[src/rtl/pkt_arbiter_if.sv]
// Link bundle for pkt_arbiter: NUM_INPUTS requester streams in, one merged stream out.
// master = requesters plus downstream link (drive vld/data/rdy_in); slave = the arbiter.
interface pkt_arbiter_if #(
  parameter int PACKET_BITS = 72,
  parameter int NUM_INPUTS  = 4
);
  logic [PACKET_BITS-1:0] pkt_data_in [NUM_INPUTS];
  logic [NUM_INPUTS-1:0]  pkt_vld_in;
  logic [NUM_INPUTS-1:0]  pkt_rdy_out;
  logic [PACKET_BITS-1:0] pkt_data_out;
  logic                   pkt_vld_out;
  logic                   pkt_rdy_in;

  modport master (
    output pkt_data_in, pkt_vld_in, pkt_rdy_in,
    input  pkt_rdy_out, pkt_data_out, pkt_vld_out
  );

  modport slave (
    input  pkt_data_in, pkt_vld_in, pkt_rdy_in,
    output pkt_rdy_out, pkt_data_out, pkt_vld_out
  );
endinterface

[src/rtl/pkt_arbiter.sv]
// Round-robin packet merger: 1-cycle latency, 1 packet/cycle with registered output.
// Backpressure: a one-entry park buffer absorbs a stalled link; inputs see rdy=0 while it is full.
module pkt_arbiter #(
  parameter int PACKET_BITS = 72,
  parameter int NUM_INPUTS  = 4,
  parameter int CNT_BITS    = 32
) (
  input  logic                          clk,
  input  logic                          resetn,
  input  logic [NUM_INPUTS-1:0]         cfg_en_in,
  input  logic                          cnt_clr_in,
  pkt_arbiter_if.slave                  link,
  output logic [CNT_BITS-1:0]           pkt_cnt_out,
  output logic [$clog2(NUM_INPUTS)-1:0] last_gnt_out
);
  localparam int IDX_BITS = $clog2(NUM_INPUTS);
  typedef logic [PACKET_BITS-1:0] pkt_t;

  logic [NUM_INPUTS-1:0] req;
  logic [IDX_BITS-1:0]   rr_ptr;
  logic [IDX_BITS-1:0]   winner;
  logic [IDX_BITS-1:0]   win_hi;
  logic [IDX_BITS-1:0]   win_lo;
  logic                  found_hi;
  logic                  accept;
  logic                  out_busy;
  logic                  xfer_out;
  logic                  park_vld;
  logic                  out_vld;
  pkt_t                  park_dat;
  pkt_t                  out_dat;
  pkt_t                  win_dat;

  assign req = link.pkt_vld_in & cfg_en_in;

  // Lowest requester at or above rr_ptr wins; otherwise wrap to the lowest requester overall.
  always_comb begin
    win_hi   = '0;
    win_lo   = '0;
    found_hi = 1'b0;
    for (int i = NUM_INPUTS - 1; i >= 0; i--) begin
      if (req[i]) begin
        win_lo = IDX_BITS'(i);
        if (i >= int'(rr_ptr)) begin
          win_hi   = IDX_BITS'(i);
          found_hi = 1'b1;
        end
      end
    end
    winner = found_hi ? win_hi : win_lo;
  end

  assign accept           = resetn && !park_vld && (|req);
  assign link.pkt_rdy_out = accept ? (NUM_INPUTS'(1) << winner) : '0;
  assign win_dat          = link.pkt_data_in[winner];

  assign out_busy          = out_vld && !link.pkt_rdy_in;
  assign xfer_out          = out_vld && link.pkt_rdy_in;
  assign link.pkt_vld_out  = out_vld;
  assign link.pkt_data_out = out_dat;

  always_ff @(posedge clk or negedge resetn) begin
    if (!resetn) begin
      out_vld      <= 1'b0;
      park_vld     <= 1'b0;
      rr_ptr       <= '0;
      last_gnt_out <= '0;
    end else begin
      if (accept) begin
        rr_ptr       <= (winner == IDX_BITS'(NUM_INPUTS - 1)) ? '0 : winner + 1'b1;
        last_gnt_out <= winner;
        if (out_busy) begin
          park_vld <= 1'b1;
        end else begin
          out_vld <= 1'b1;
        end
      end else if (!out_busy) begin
        out_vld  <= park_vld;
        park_vld <= 1'b0;
      end
    end
  end

  // Payload registers carry no reset; validity lives in out_vld/park_vld.
  always_ff @(posedge clk) begin
    if (accept && out_busy) begin
      park_dat <= win_dat;
    end
    if (!out_busy) begin
      if (accept) begin
        out_dat <= win_dat;
      end else if (park_vld) begin
        out_dat <= park_dat;
      end
    end
  end

  always_ff @(posedge clk or negedge resetn) begin
    if (!resetn) begin
      pkt_cnt_out <= '0;
    end else if (cnt_clr_in) begin
      pkt_cnt_out <= '0;
    end else if (xfer_out && (pkt_cnt_out != '1)) begin
      pkt_cnt_out <= pkt_cnt_out + 1'b1;
    end
  end
endmodule

[src/flat_wrapper.sv]
// flat-port wrapper written by rule: the top's interface ports become plain ports
module pkt_arbiter_flat 
#(
  parameter int PACKET_BITS = 72,
  parameter int NUM_INPUTS  = 4,
  parameter int CNT_BITS    = 32
)
  (clk, resetn, cfg_en_in, cnt_clr_in, pkt_cnt_out, last_gnt_out, link_pkt_data_in, link_pkt_vld_in, link_pkt_rdy_in, link_pkt_rdy_out, link_pkt_data_out, link_pkt_vld_out);
  pkt_arbiter_if #(.PACKET_BITS(PACKET_BITS), .NUM_INPUTS(NUM_INPUTS)) link_i ();
  input  logic clk;
  input  logic resetn;
  input  logic [NUM_INPUTS-1:0] cfg_en_in;
  input  logic cnt_clr_in;
  output logic [CNT_BITS-1:0] pkt_cnt_out;
  output logic [$clog2(NUM_INPUTS)-1:0] last_gnt_out;
  input wire logic [$bits(link_i.pkt_data_in)-1:0] link_pkt_data_in;
  input wire logic [$bits(link_i.pkt_vld_in)-1:0] link_pkt_vld_in;
  input wire logic [$bits(link_i.pkt_rdy_in)-1:0] link_pkt_rdy_in;
  output wire logic [$bits(link_i.pkt_rdy_out)-1:0] link_pkt_rdy_out;
  output wire logic [$bits(link_i.pkt_data_out)-1:0] link_pkt_data_out;
  output wire logic [$bits(link_i.pkt_vld_out)-1:0] link_pkt_vld_out;
  assign link_i.pkt_data_in = {>>{link_pkt_data_in}};
  assign link_i.pkt_vld_in = link_pkt_vld_in;
  assign link_i.pkt_rdy_in = link_pkt_rdy_in;
  assign link_pkt_rdy_out = link_i.pkt_rdy_out;
  assign link_pkt_data_out = link_i.pkt_data_out;
  assign link_pkt_vld_out = link_i.pkt_vld_out;
  pkt_arbiter #(.PACKET_BITS(PACKET_BITS), .NUM_INPUTS(NUM_INPUTS), .CNT_BITS(CNT_BITS)) u_core (.clk(clk), .resetn(resetn), .cfg_en_in(cfg_en_in), .cnt_clr_in(cnt_clr_in), .link(link_i), .pkt_cnt_out(pkt_cnt_out), .last_gnt_out(last_gnt_out));
endmodule
[config.mk]
export PLATFORM = sky130hd
export DESIGN_NAME = pkt_arbiter_flat
export DESIGN_NICKNAME = d
export VERILOG_FILES = /design/src/rtl/pkt_arbiter_if.sv /design/src/rtl/pkt_arbiter.sv /design/src/flat_wrapper.sv
export SDC_FILE = /design/constraint.sdc
export NUM_CORES = 1
export LEC_CHECK = 0
export CAP_MARGIN = 10
export CORE_ASPECT_RATIO = 0.8
export CORE_MARGIN = 4
export CORE_UTILIZATION = 39
export DETAILED_ROUTE_END_ITERATION = 8
export PLACE_DENSITY = 0.87
export SLEW_MARGIN = 20
export SYNTH_ARGS = -nofsm -noshare
export SYNTH_HDL_FRONTEND = slang
export SYNTH_SLANG_ARGS = --single-unit
[constraint.sdc]
create_clock -name clk -period 4.28 [get_ports clk]
set_clock_uncertainty 0.05 [all_clocks]
set_input_delay 0.856 -clock clk [delete_from_list [all_inputs] [get_ports clk]]
set_output_delay 0.856 -clock clk [all_outputs]
set_load 0.005 [all_outputs]
Word level (Yosys, flattened, before mapping). Index checks and enable logic that the tools add are counted.

Bits in registers: 182. Input port bits: 300. Output and inout bits: 111. Word-level logic and storage cells: 67.

Equal/unequal tests: 4. Shift operators: 1. Multiplexer cells: 33. Bitwise gates (word level): 3. $lt $le $gt $ge: 4. Reductions and logical operators: 13. Add/subtract/negate cells: 2.

Operator list (count): $mux 72 (4); $bmux 72 s2 (1); $mux 32 (2); $add 32x1->32 const B (1); $ne 32x32->1 const B (1); $mux 2 (12); $mux 1 (13); $logic_and 1x1->1 (6); $and 4x4->4 (1); $ge 1x2->1 const A (2); $mux 4 (1); $reduce_and 2->1 (2); $reduce_bool 2->1 (2); $reduce_or 4->1 (1); $shl 1x2->4 const A (1); $ge 3x3->1 const B (1); $not 2->3 (1); $add 2x1->2 const B (1); $eq 2x2->1 const B (1); $ge 2x2->1 const A (1); $logic_not 1->1 (2); $ne 2x1->1 const B (1); $ne 2x2->1 const B (1); $not 1->1 (1).

Logic depth before layout (Yosys ltp). Gate-level depths: netlist (run 1).

Depth in word-level cells: 14. Gate-level depth with buffers: 9. Mapped depth without buffers: 7.

Worst setup path before layout (run 1). Ideal clock, no wire load.

Path kind: input port to flip-flop. Start: input port link_pkt_vld_in[2]. End: register u_core.out_dat[0] (netlist: u_core.link.pkt_data_out[0]), enable pin. Stages on the path: 4. Slack: -0.546 ns. Arrival: 4.273 ns. Required time: 3.728 ns. Buffers on the path: 0. Library setup time: 0.502 ns. Cell sequence: nand2_1 -> a41oi_1 -> nor2_1 -> nor2_1.

Word-level cells in the longest chain between the ends: 5.

Ends and longest elaborated chain: from (decl) (line flat_wrapper.sv:17) `input wire logic [$bits(link_i.pkt_vld_in)-1:0] link_pkt_vld_in;`; $and 4x4->4 (line pkt_arbiter.sv:34) `assign req = link.pkt_vld_in & cfg_en_in;`; $reduce_or 4->1 (line pkt_arbiter.sv:53) `assign accept = resetn && !park_vld && (|req);`; $logic_and 1x1->1 (line pkt_arbiter.sv:53); $reduce_bool 2->1 (no line); $reduce_and 2->1 (no line); to (signal assigned) (line pkt_arbiter.sv:91) `out_dat <= win_dat;`; to (signal assigned) (line pkt_arbiter.sv:93) `out_dat <= park_dat;`; to (decl) (line pkt_arbiter.sv:31) `pkt_t out_dat;`.

Every way passes these cells. A chain may end at the register's enable or synchronous reset.

Final worst setup path (run 1).
Start: input port link_pkt_vld_in[1]. End: output port link_pkt_rdy_out[0].

Word-level cells in the longest chain between the ends: 7. Elaborated cells on any way between the ends: 14. Those cells by class: 1 x shift; 10 x mux; 1 x bitwise; 2 x reduce/logical.

Ends and longest elaborated chain: $and 4x4->4 * (line pkt_arbiter.sv:34); $mux 2 or $mux 1 (tied branches) (line pkt_arbiter.sv:42) `if (req[i]) begin`; $mux 2 or $mux 1 (tied branches) (line pkt_arbiter.sv:44) `if (i >= int'(rr_ptr)) begin`; $mux 2 or $mux 1 (tied branches) (line pkt_arbiter.sv:42); $mux 2 (line pkt_arbiter.sv:50) `winner = found_hi ? win_hi : win_lo;`; $shl 1x2->4 (line pkt_arbiter.sv:54) `assign link.pkt_rdy_out = accept ? (NUM_INPUTS'(1) << winner) : '0;`; $mux 4 * (line pkt_arbiter.sv:54); to (decl) (line flat_wrapper.sv:19) `output wire logic [$bits(link_i.pkt_rdy_out)-1:0] link_pkt_rdy_out;`.

Every way passes the cells marked *; elsewhere a longest branch is shown, timed or not.

==> qor.yml, run 1 <==
setup_path:
  critPathLaunchType: "input pin"
  crit_required_ns: 3.37
  rrSetupSlack_ns: 1.63
  end_kind: "output pin"
  worstPathArrival_ns: 3.04
  path_class: "input pin to output pin"
  crit_fanout: 5
sta:
  finalSetupTns_ns: 0
  finalSetupViolations: 0
  timing.fmax_mhz: 254
  slew_viol_final: 0
  hold_viol: 0
  period_share_pct: 92.1
  worstMarginPinSlew_ns: 0.941
  period_needed_ns: 3.94
  grt_setup_unrepaired: "false"
  finalWorstSetupSlack_ns: 0.337
  max_slew_margin_pct: 37.3
yosys:
  yosys_warnings: 0
  syn_area_per_cell_um2: 12.4
  synthDistinctLibCells: 54
  synth_edf_count: 144
  ys_seq_area_share_pct: 53.3
  syn-cell-area_mm2: 0.00989
  synth_ff_type: "edfxtp_1"
  syn_inst: 801
  synth_nets: 1107
  async_reset_ff_share_pct: 20.9
  ys_seq_elements: 182
status:
  status: "completed"
final_layout:
  stdcell_area_mm2: 0.0149
  final_common_cell: "clkdlybuf4s50_1"
  fin_util_pct: 60.5
  drive_gt1_share_pct: 6.09
  final_cell_mix: "clkdlybuf4s50_1 (410), mux2i_1 (216), edfxtp_1 (144)"
  syn2layout_area_growth_pct: 50.7
  antenna-diode-count: 0
  fin_nets: 1492
  fillCellCount: 1962
drt:
  first_pass_iters: 5
  ant_nets: 0
  via_count: 8391
  drc: 0
  wirelength_um: 31800
  vias_per_cell: 5.53
  drt_iter0_drc: 517
  avgRoutedWirePerCell_um: 21.0
clock_tree:
  cts.path.max_buffers: 2
  post_cts_buffers: 0
  postCtsHoldBufs: 0
  h-tree-depth: 4
  clkLatencyLatePin_ns: 0.42
  post_cts_resized: 0
  cts_buffers: 17
  clk_pin_slew_worst_paths_ns: 0.08
  clock_sinks: 182
  tritoncts: "done"
  cts_root_buffer: "clkbuf_16"
placement:
  dpl_cell_area_mm2: 0.0143
  dp_hpwl_um: 23700
  place_ws_ns: 0.366
  gp_congestion: 0.867
  io_buffer_count: 410
flow_run:
  maxCapViolations: 0
min_path:
  hold_class: "register to register"
power:
  p_leak_nw: 5.42
  peakVddDrop_mv: 0.356
  p_per_area_mw_per_mm2: 419
floorplan:
  fp.dieArea_mm2: 0.0280
  num_io_pins: 411
  fp.coreArea_mm2: 0.0246
  die_width_um: 186
  start_util_pct: 40.2
  num_rows: 51
  die_y_um: 150
global_routing:
  antenna_found_initial: 0
  grt_pass1_wl_um: 46800
  grt_pass1_vias: 8560
  track_usage_pct: 21.5
  grt_max_degree: 81
  grt.overflow.total: 0
==> area by class of cell <==
cell class                      instances  area, µm²  area share, %
Sequential cell                       182       5280           35.4
Multi-Input combinational cell        554       4350           29.2
Timing Repair Buffer                  423       4260           28.6
Clock buffer                           18        429           2.88
Tap cell                              318        398           2.67
Clock inverter                         14        156           1.05
Inverter                                8       30.0          0.201
==> registers in the layout (all words and copies together), names as in the netlist <==
name                      flops
u_core.last_gnt_out           2
u_core.link.pkt_data_out     72
u_core.link.pkt_vld_out       1
u_core.park_dat              72
u_core.park_vld               1
u_core.pkt_cnt_out           32
u_core.rr_ptr                 2
==> routing by layer <==
layer	track usage [%]	routed length, µm	up-vias	part of all wire (%)
met1	26.0	12100	4049	38
met3	5.36	2620	32	8.2
met4	4.30	505	0	1.6
met5	0	0	-	0
li1	-	-	3909	-
met2	38.9	16500	401	52
==> power by group <==
| part | switching [W] | internal [W] |
|---|---|---|
| Combinational | 0.00110 | 0.00112 |
| Sequential | 0.0000983 | 0.00237 |
| Clock | 0.000732 | 0.000833 |
==> cell families (layout without fill, tap and decap cells) <==
| family | after synthesis | in the layout | synth area share (%) |
|---|---|---|---|
| buf+inv | 65 | 463 | 3.17 |
| compound gates | 140 | 140 | 11.2 |
| mux | 218 | 218 | 22.1 |
| xor+xnor | 4 | 4 | 0.354 |
| simple gates | 186 | 186 | 9.16 |
| flops | 182 | 182 | 53.3 |
| fa+ha+maj | 6 | 6 | 0.759 |
==> Yosys cell counts (2+ instances only) <==
| master | number | share of area, % |
|---|---|---|
| mux2i_1 | 216 | 22 |
| edfxtp_1 | 144 | 44 |
| nand2_1 | 101 | 3.8 |
| o221ai_1 | 72 | 6.4 |
| dfrtp_1 | 38 | 9.6 |
| buf_2 | 26 | 1.3 |
| clkbuf_1 | 21 | 0.80 |
| a21oi_1 | 19 | 0.96 |
| or3_1 | 18 | 1.1 |
| o21ai_0 | 14 | 0.71 |
| nor2_1 | 13 | 0.49 |
| o21ai_1 | 9 | 0.46 |
| and2_1 | 8 | 0.51 |
| nand3_1 | 8 | 0.40 |
| nand4_1 | 8 | 0.51 |
| inv_1 | 7 | 0.27 |
| a21oi_2 | 6 | 0.53 |
| ha_1 | 6 | 0.76 |
| buf_1 | 4 | 0.15 |
| o31ai_1 | 4 | 0.30 |
| or3_2 | 4 | 0.30 |
| or4_1 | 4 | 0.30 |
| and3_1 | 3 | 0.19 |
| buf_6 | 3 | 0.34 |
| nor2b_1 | 3 | 0.19 |
| nor4_1 | 3 | 0.19 |
| o21a_1 | 3 | 0.23 |
| o31ai_4 | 3 | 0.64 |
| xnor2_1 | 3 | 0.27 |
| a311oi_1 | 2 | 0.18 |
| and4_1 | 2 | 0.18 |
| mux2_1 | 2 | 0.23 |
| nand3_2 | 2 | 0.20 |
| nor3_1 | 2 | 0.10 |
==> metrics by stage <==
stage	cells	total power, W	hold WS [ns]
finish	1517	0.00625	0.442
global route	1517	0.00655	0.484
CTS	1517	0.00631	0.447
detailed placement	1485	0.00473	0.430
global placement	1485	0.00467	0.419
floorplan	801	0.00362	0.421
==> critical path: stages <==
cell and delay (ns):
clkdlybuf4s50_1 0.43, and2_1 0.19, a311oi_1 0.41, o22a_4 0.29
inv_1 0.09, ha_1 0.19, and2_1 0.14, clkdlybuf4s50_1 0.44
==> worst paths after layout <==
path / from / to / cells after the start
setup / recovery: link_pkt_vld_in[1] / link_pkt_rdy_out[0] / 8
hold / removal: u_core.last_gnt_out[0]$_DFFE_PN0P_ / u_core.last_gnt_out[0]$_DFFE_PN0P_ / 2
setup reg to reg: u_core.rr_ptr[1]$_DFFE_PN0P_ / u_core.link.pkt_data_out[45]$_DFFE_PP_ / 5
hold reg to reg: u_core.last_gnt_out[0]$_DFFE_PN0P_ / u_core.last_gnt_out[0]$_DFFE_PN0P_ / 2
max in group asynchronous: resetn / u_core.pkt_cnt_out[13]$_DFFE_PN0P_ / 2
min in group asynchronous: resetn / u_core.last_gnt_out[1]$_DFFE_PN0P_ / 2
Note: power is estimated with default switching activity, not from simulation.
==> run 2, diff against run 1 <==
--- a/config.mk
+++ b/config.mk
@@ -10,7 +10,9 @@
 export CORE_MARGIN = 4
 export CORE_UTILIZATION = 39
 export DETAILED_ROUTE_END_ITERATION = 8
+export GPL_TIMING_DRIVEN = 0
 export PLACE_DENSITY = 0.87
+export SETUP_SLACK_MARGIN = 0.3
 export SLEW_MARGIN = 20
 export SYNTH_ARGS = -nofsm -noshare
 export SYNTH_HDL_FRONTEND = slang
==> run 2 against run 1 <==
Effect of this change:
- register-to-register slack worse by 0.50 ns
- critical path depth up 2
- final cell count grew 3.5%
- global-route usage grew 1.7 points
- combinational power grew 7%
- cell area grew 2.1%
- power grew 1.4%
- sequential power hardly changed
- core utilization rose by 1.3 points
- worst setup slack got worse by 0.0070 ns
- fmax fell by 0.18%
==> qor.yml, run 2 (synthesis results as in run 1) <==
status:
  status: "completed"
clock_tree:
  clk_pin_slew_worst_paths_ns: 0.07
  h-tree-depth: 4
  tritoncts: "done"
  clkLatencyLatePin_ns: 0.42
  postCtsHoldBufs: 0
  cts_root_buffer: "clkbuf_16"
  cts.path.max_buffers: 2
  cts_buffers: 17
  clock_sinks: 182
global_routing:
  grt_max_degree: 50
  grt.overflow.total: 0
  antenna_found_initial: 1
  track_usage_pct: 23.2
  grt_pass1_wl_um: 49800
  grt_pass1_vias: 9010
placement:
  io_buffer_count: 409
  gp_congestion: 0.879
  dp_cells: 1533
  dpl_cell_area_mm2: 0.0145
  dp_hpwl_um: 26800
floorplan:
  num_io_pins: 411
  num_rows: 51
  start_util_pct: 40.2
  fp.dieArea_mm2: 0.0280
  die_width_um: 186
  die_y_um: 150
  fp.coreArea_mm2: 0.0246
final_layout:
  multi_input_area_mm2: 0.00435
  drive_gt1_share_pct: 8.16
  syn2layout_area_growth_pct: 53.8
  stdcell_area_mm2: 0.0152
  regArea_mm2: 0.00528
  fin_nets: 1543
  stdcell_count: 1570
  final_cell_mix: "clkdlybuf4s50_1 (402), mux2i_1 (216), edfxtp_1 (144)"
  final_common_cell: "clkdlybuf4s50_1"
  fillCellCount: 1990
sta:
  timing.fmax_mhz: 253
  grt_setup_unrepaired: "true"
  hold_viol: 0
  period_needed_ns: 3.95
  worstMarginPinSlew_ns: 0.891
  hold-worst-slack_ns: 0.301
  slew_viol_final: 0
  period_share_pct: 92.3
  max_slew_margin_pct: 40.6
  finalSetupViolations: 0
power:
  peakVddDrop_mv: 0.238
  p_leak_nw: 5.64
  p_per_area_mw_per_mm2: 416
drt:
  via_count: 8682
  drt_iter0_drc: 604
  avgRoutedWirePerCell_um: 22.0
  first_pass_iters: 6
  ant_nets: 0
  wirelength_um: 34500
  drc: 0
  vias_per_cell: 5.53
setup_path:
  critPathLaunchType: "input pin"
  path_class: "input pin to output pin"
  crit_required_ns: 3.37
  end_kind: "output pin"
  worstPathArrival_ns: 3.04
  crit_fanout: 11
  worstRegToRegCells: 8
min_path:
  hold_class: "input pin to asynchronous set/reset pin"
flow_run:
  maxCapViolations: 0
==> run 2: routing by layer <==
metal,track usage [%],vias up,part of all wire (%)
met3,4.49,40,7.2
met4,6.05,0,1.9
met2,42.4,390,52
met5,0,-,0
met1,28.1,4235,39
li1,-,4017,-
==> run 2: path summary, 6_finish.rpt <==
check,startpoint,to,slack [ns]
min reg2reg,u_core.last_gnt_out[0]$_DFFE_PN0P_,u_core.last_gnt_out[0]$_DFFE_PN0P_,0.46
min,resetn,u_core.pkt_cnt_out[25]$_DFFE_PN0P_,0.30
max reg2reg,u_core.rr_ptr[0]$_DFFE_PN0P_,u_core.link.pkt_data_out[4]$_DFFE_PP_,1.13
max in group asynchronous,resetn,u_core.pkt_cnt_out[10]$_DFFE_PN0P_,3.48
min in group clk,u_core.last_gnt_out[0]$_DFFE_PN0P_,u_core.last_gnt_out[0]$_DFFE_PN0P_,0.46
max,link_pkt_vld_in[1],link_pkt_rdy_out[0],0.33
==> run 2: report_power, final <==
group | switching, W | total (W) | leakage (nW) | internal [W]
Clock | 0.000724 | 0.00149 | 0.264 | 0.000769
Sequential | 0.000108 | 0.00247 | 1.87 | 0.00237
Combinational | 0.00117 | 0.00237 | 3.51 | 0.00120
==> run 2: through the flow <==
stage | power, W | setup slack, ns | setup TNS (ns) | utilization, %
finish | 0.00634 | 0.330 | 0 | 61.8
global route | 0.00662 | 0.245 | 0 | 61.8
CTS | 0.00639 | 0.291 | 0 | 61.6
detailed placement | 0.00483 | -0.281 | -0.994 | 59.0
global placement | 0.00472 | -2.38 | -388.47 | 58.4
floorplan | 0.00362 | 0.538 | 0 | -
==> run 2: final cells by class <==
class	count	area share, %
Sequential cell	182	34.7
Clock buffer	19	2.84
Timing Repair Buffer	417	28.0
Tap cell	318	2.61
Antenna cell	2	0.0329
Buffer	57	2.26
Inverter	8	0.197
Clock inverter	13	0.765
Multi-Input combinational cell	554	28.6
==> run 2: repair_timing <==
item,CTS,global route
hold endpoints to repair,0,0
pin swaps,3,5
resized for setup,18,13
buffers inserted,3,0
endpoints found under the setup margin,4,4
cloned,0,0
==> run 2: critical path, cell delays in order <==
cell and delay, ns:
clkdlybuf4s50_1 0.47, and2_1 0.19, a311oi_2 0.06, o22a_2 0.29, buf_12 0.14, buf_12 0.14
inv_1 0.09, ha_1 0.14, and2_1 0.14, clkdlybuf4s50_1 0.51
==> run 3, diff against run 2 <==
--- a/config.mk
+++ b/config.mk
@@ -8,10 +8,10 @@
 export CAP_MARGIN = 10
 export CORE_ASPECT_RATIO = 0.8
 export CORE_MARGIN = 4
-export CORE_UTILIZATION = 39
+export CORE_UTILIZATION = 44
 export DETAILED_ROUTE_END_ITERATION = 8
 export GPL_TIMING_DRIVEN = 0
-export PLACE_DENSITY = 0.87
+export PLACE_DENSITY = 0.92
 export SETUP_SLACK_MARGIN = 0.3
 export SLEW_MARGIN = 20
 export SYNTH_ARGS = -nofsm -noshare
==> constraint.sdc (replaced) <==
create_clock -name clk -period 4.5 [get_ports clk]
set_clock_uncertainty 0.05 [all_clocks]
set_input_delay 0.9 -clock clk [delete_from_list [all_inputs] [get_ports clk]]
set_output_delay 0.9 -clock clk [all_outputs]
set_load 0.1 [all_outputs]
==> run 3 against run 2 <==
Effect of this change:
- largest cell class unchanged
- sequential power down 5%
- largest power group is now combinational logic
- sequential share of layout area up 0.26 points
- combinational power up 52%
- critical path type unchanged
- die area down 11%
- non-clock buffer count down 3
- via count up 1.9%
- worst hold slack better by 0.10 ns
==> qor.yml, run 3 (synthesis results as in run 1) <==
drt:
  vias_per_cell: 5.71
  avgRoutedWirePerCell_um: 22.4
  wirelength_um: 34600
  drt_iter0_drc: 684
  via_count: 8845
  ant_nets: 0
  first_pass_iters: 6
  drc: 0
global_routing:
  grt_max_degree: 43
  track_usage_pct: 26.2
  grt_pass1_wl_um: 50800
  grt_pass1_vias: 8971
  antenna_found_initial: 1
  grt.overflow.total: 0
sta:
  max_slew_margin_pct: 26.0
  finalSetupViolations: 0
  slew_viol_final: 0
  period_share_pct: 90.6
  worstMarginPinSlew_ns: 1.11
  hold_viol: 0
  timing.fmax_mhz: 245
  hold-worst-slack_ns: 0.404
  grt_setup_unrepaired: "false"
  finalWorstSetupSlack_ns: 0.423
  period_needed_ns: 4.08
placement:
  gp_congestion: 0.855
  dp_cells: 1515
  dp_hpwl_um: 26800
  place_ws_ns: -0.678
  dpl_cell_area_mm2: 0.0145
  io_buffer_count: 409
floorplan:
  fp.dieArea_mm2: 0.0250
  die_y_um: 142
  num_rows: 48
  num_io_pins: 411
  start_util_pct: 45.3
  die_width_um: 176
  fp.coreArea_mm2: 0.0219
final_layout:
  final_cell_mix: "clkdlybuf4s50_1 (404), mux2i_1 (216), edfxtp_1 (144)"
  final_common_cell: "clkdlybuf4s50_1"
  fin_util_pct: 69.1
  drive_gt1_share_pct: 7.86
  stdcell_count: 1548
  syn2layout_area_growth_pct: 52.7
  stdcell_area_mm2: 0.0151
  fillCellCount: 1602
  fin_nets: 1540
status:
  status: "completed"
clock_tree:
  tritoncts: "done"
  postCtsHoldBufs: 0
  cts_buffers: 17
  cts.path.max_buffers: 2
  h-tree-depth: 4
  clkLatencyLatePin_ns: 0.42
  clock_sinks: 182
  cts_root_buffer: "clkbuf_16"
  clk_pin_slew_worst_paths_ns: 0.07
setup_path:
  crit_required_ns: 3.55
  worstPathArrival_ns: 3.13
  path_class: "input pin to output pin"
  end_kind: "output pin"
  crit_fanout: 11
  critPathLaunchType: "input pin"
power:
  p_seq_share_pct: 31.7
  p_leak_nw: 5.56
  sw_frac_of_total_pct: 44.8
  peakVddDrop_mv: 0.293
  power_frac_clock_pct: 19.7
  p_per_area_mw_per_mm2: 491
  internal_power_w: 0.00409
  power_switching_w: 0.00332
  power_frac_comb_pct: 48.6
flow_run:
  maxCapViolations: 0
min_path:
  hold_class: "input pin to asynchronous set/reset pin"
-- run 3: cell count changes in the layout (fill, tap and decap cells not counted), sizes merged, moves of 2 or more --
cell           change
clkbuf             -2
clkdlybuf4s50      +2
clkinv             +3
dlymetal6s2s       -6
-- run 3: path summary, 6_finish.rpt --
kind	slack [ns]	to	startpoint	cells past startpoint
min in group clk	0.43	u_core.last_gnt_out[1]$_DFFE_PN0P_	u_core.last_gnt_out[1]$_DFFE_PN0P_	2
max in group asynchronous	3.49	u_core.pkt_cnt_out[19]$_DFFE_PN0P_	resetn	2
worst max-delay path	0.42	link_pkt_rdy_out[0]	cfg_en_in[1]	10
worst max register to register	1.77	u_core.link.pkt_data_out[4]$_DFFE_PP_	u_core.rr_ptr[0]$_DFFE_PN0P_	7
worst min register to register	0.43	u_core.last_gnt_out[1]$_DFFE_PN0P_	u_core.last_gnt_out[1]$_DFFE_PN0P_	2
worst min-delay path	0.40	u_core.pkt_cnt_out[5]$_DFFE_PN0P_	resetn	1
-- run 3: area by class of cell --
type	count	area (µm²)	area share, %
buffer	57	298	1.97
clock inverter	15	156	1.04
inverter	8	30.0	0.199
multi-input combinational	554	4330	28.6
timing repair buffer	414	4220	27.9
clock buffer	17	425	2.82
sequential	182	5280	34.9
tap	300	375	2.49
antenna	1	2.50	0.0166
-- run 3: power by group through the flow --
stage	clock, W	sequential [W]	combinational, W
after detailed placement	0	0.00239	0.00359
after CTS	0.00148	0.00235	0.00360
after global routing	0.00156	0.00238	0.00373
final	0.00146	0.00235	0.00360
after global placement	0	0.00240	0.00345
after floorplan	0	0.00378	0.00108
-- run 3: routing by layer --
layer / vias to the layer above / global-route usage, % / wire length, µm
met4: 0 / 10.5 / 1250
met1: 4302 / 32.1 / 13300
met3: 59 / 5.58 / 2720
met2: 478 / 45.8 / 17300
li1: 4006 / - / -
met5: - / 0 / 0
-- run 3: stage by stage --
stage / setup TNS, ns / power [W]
CTS: 0 / 0.00743
finish: 0 / 0.00741
detailed placement: -2.65 / 0.00597
floorplan: 0 / 0.00485
global route: 0 / 0.00767
global placement: -352.31 / 0.00585
-- run 3: critical path, stage by stage --
cell and delay [ns]:
clkdlybuf4s50_1 0.44, and2_1 0.17, a311oi_1 0.26, o22a_1 0.24, buf_4 0.25, buf_6 0.21
inv_1 0.09, ha_1 0.18, and2_1 0.14, buf_4 0.23
-- run 3: repair_timing --
action	in CTS	in global routing
setup buffers	0	0
gates resized for setup	27	4
endpoints found under the setup margin	4	4
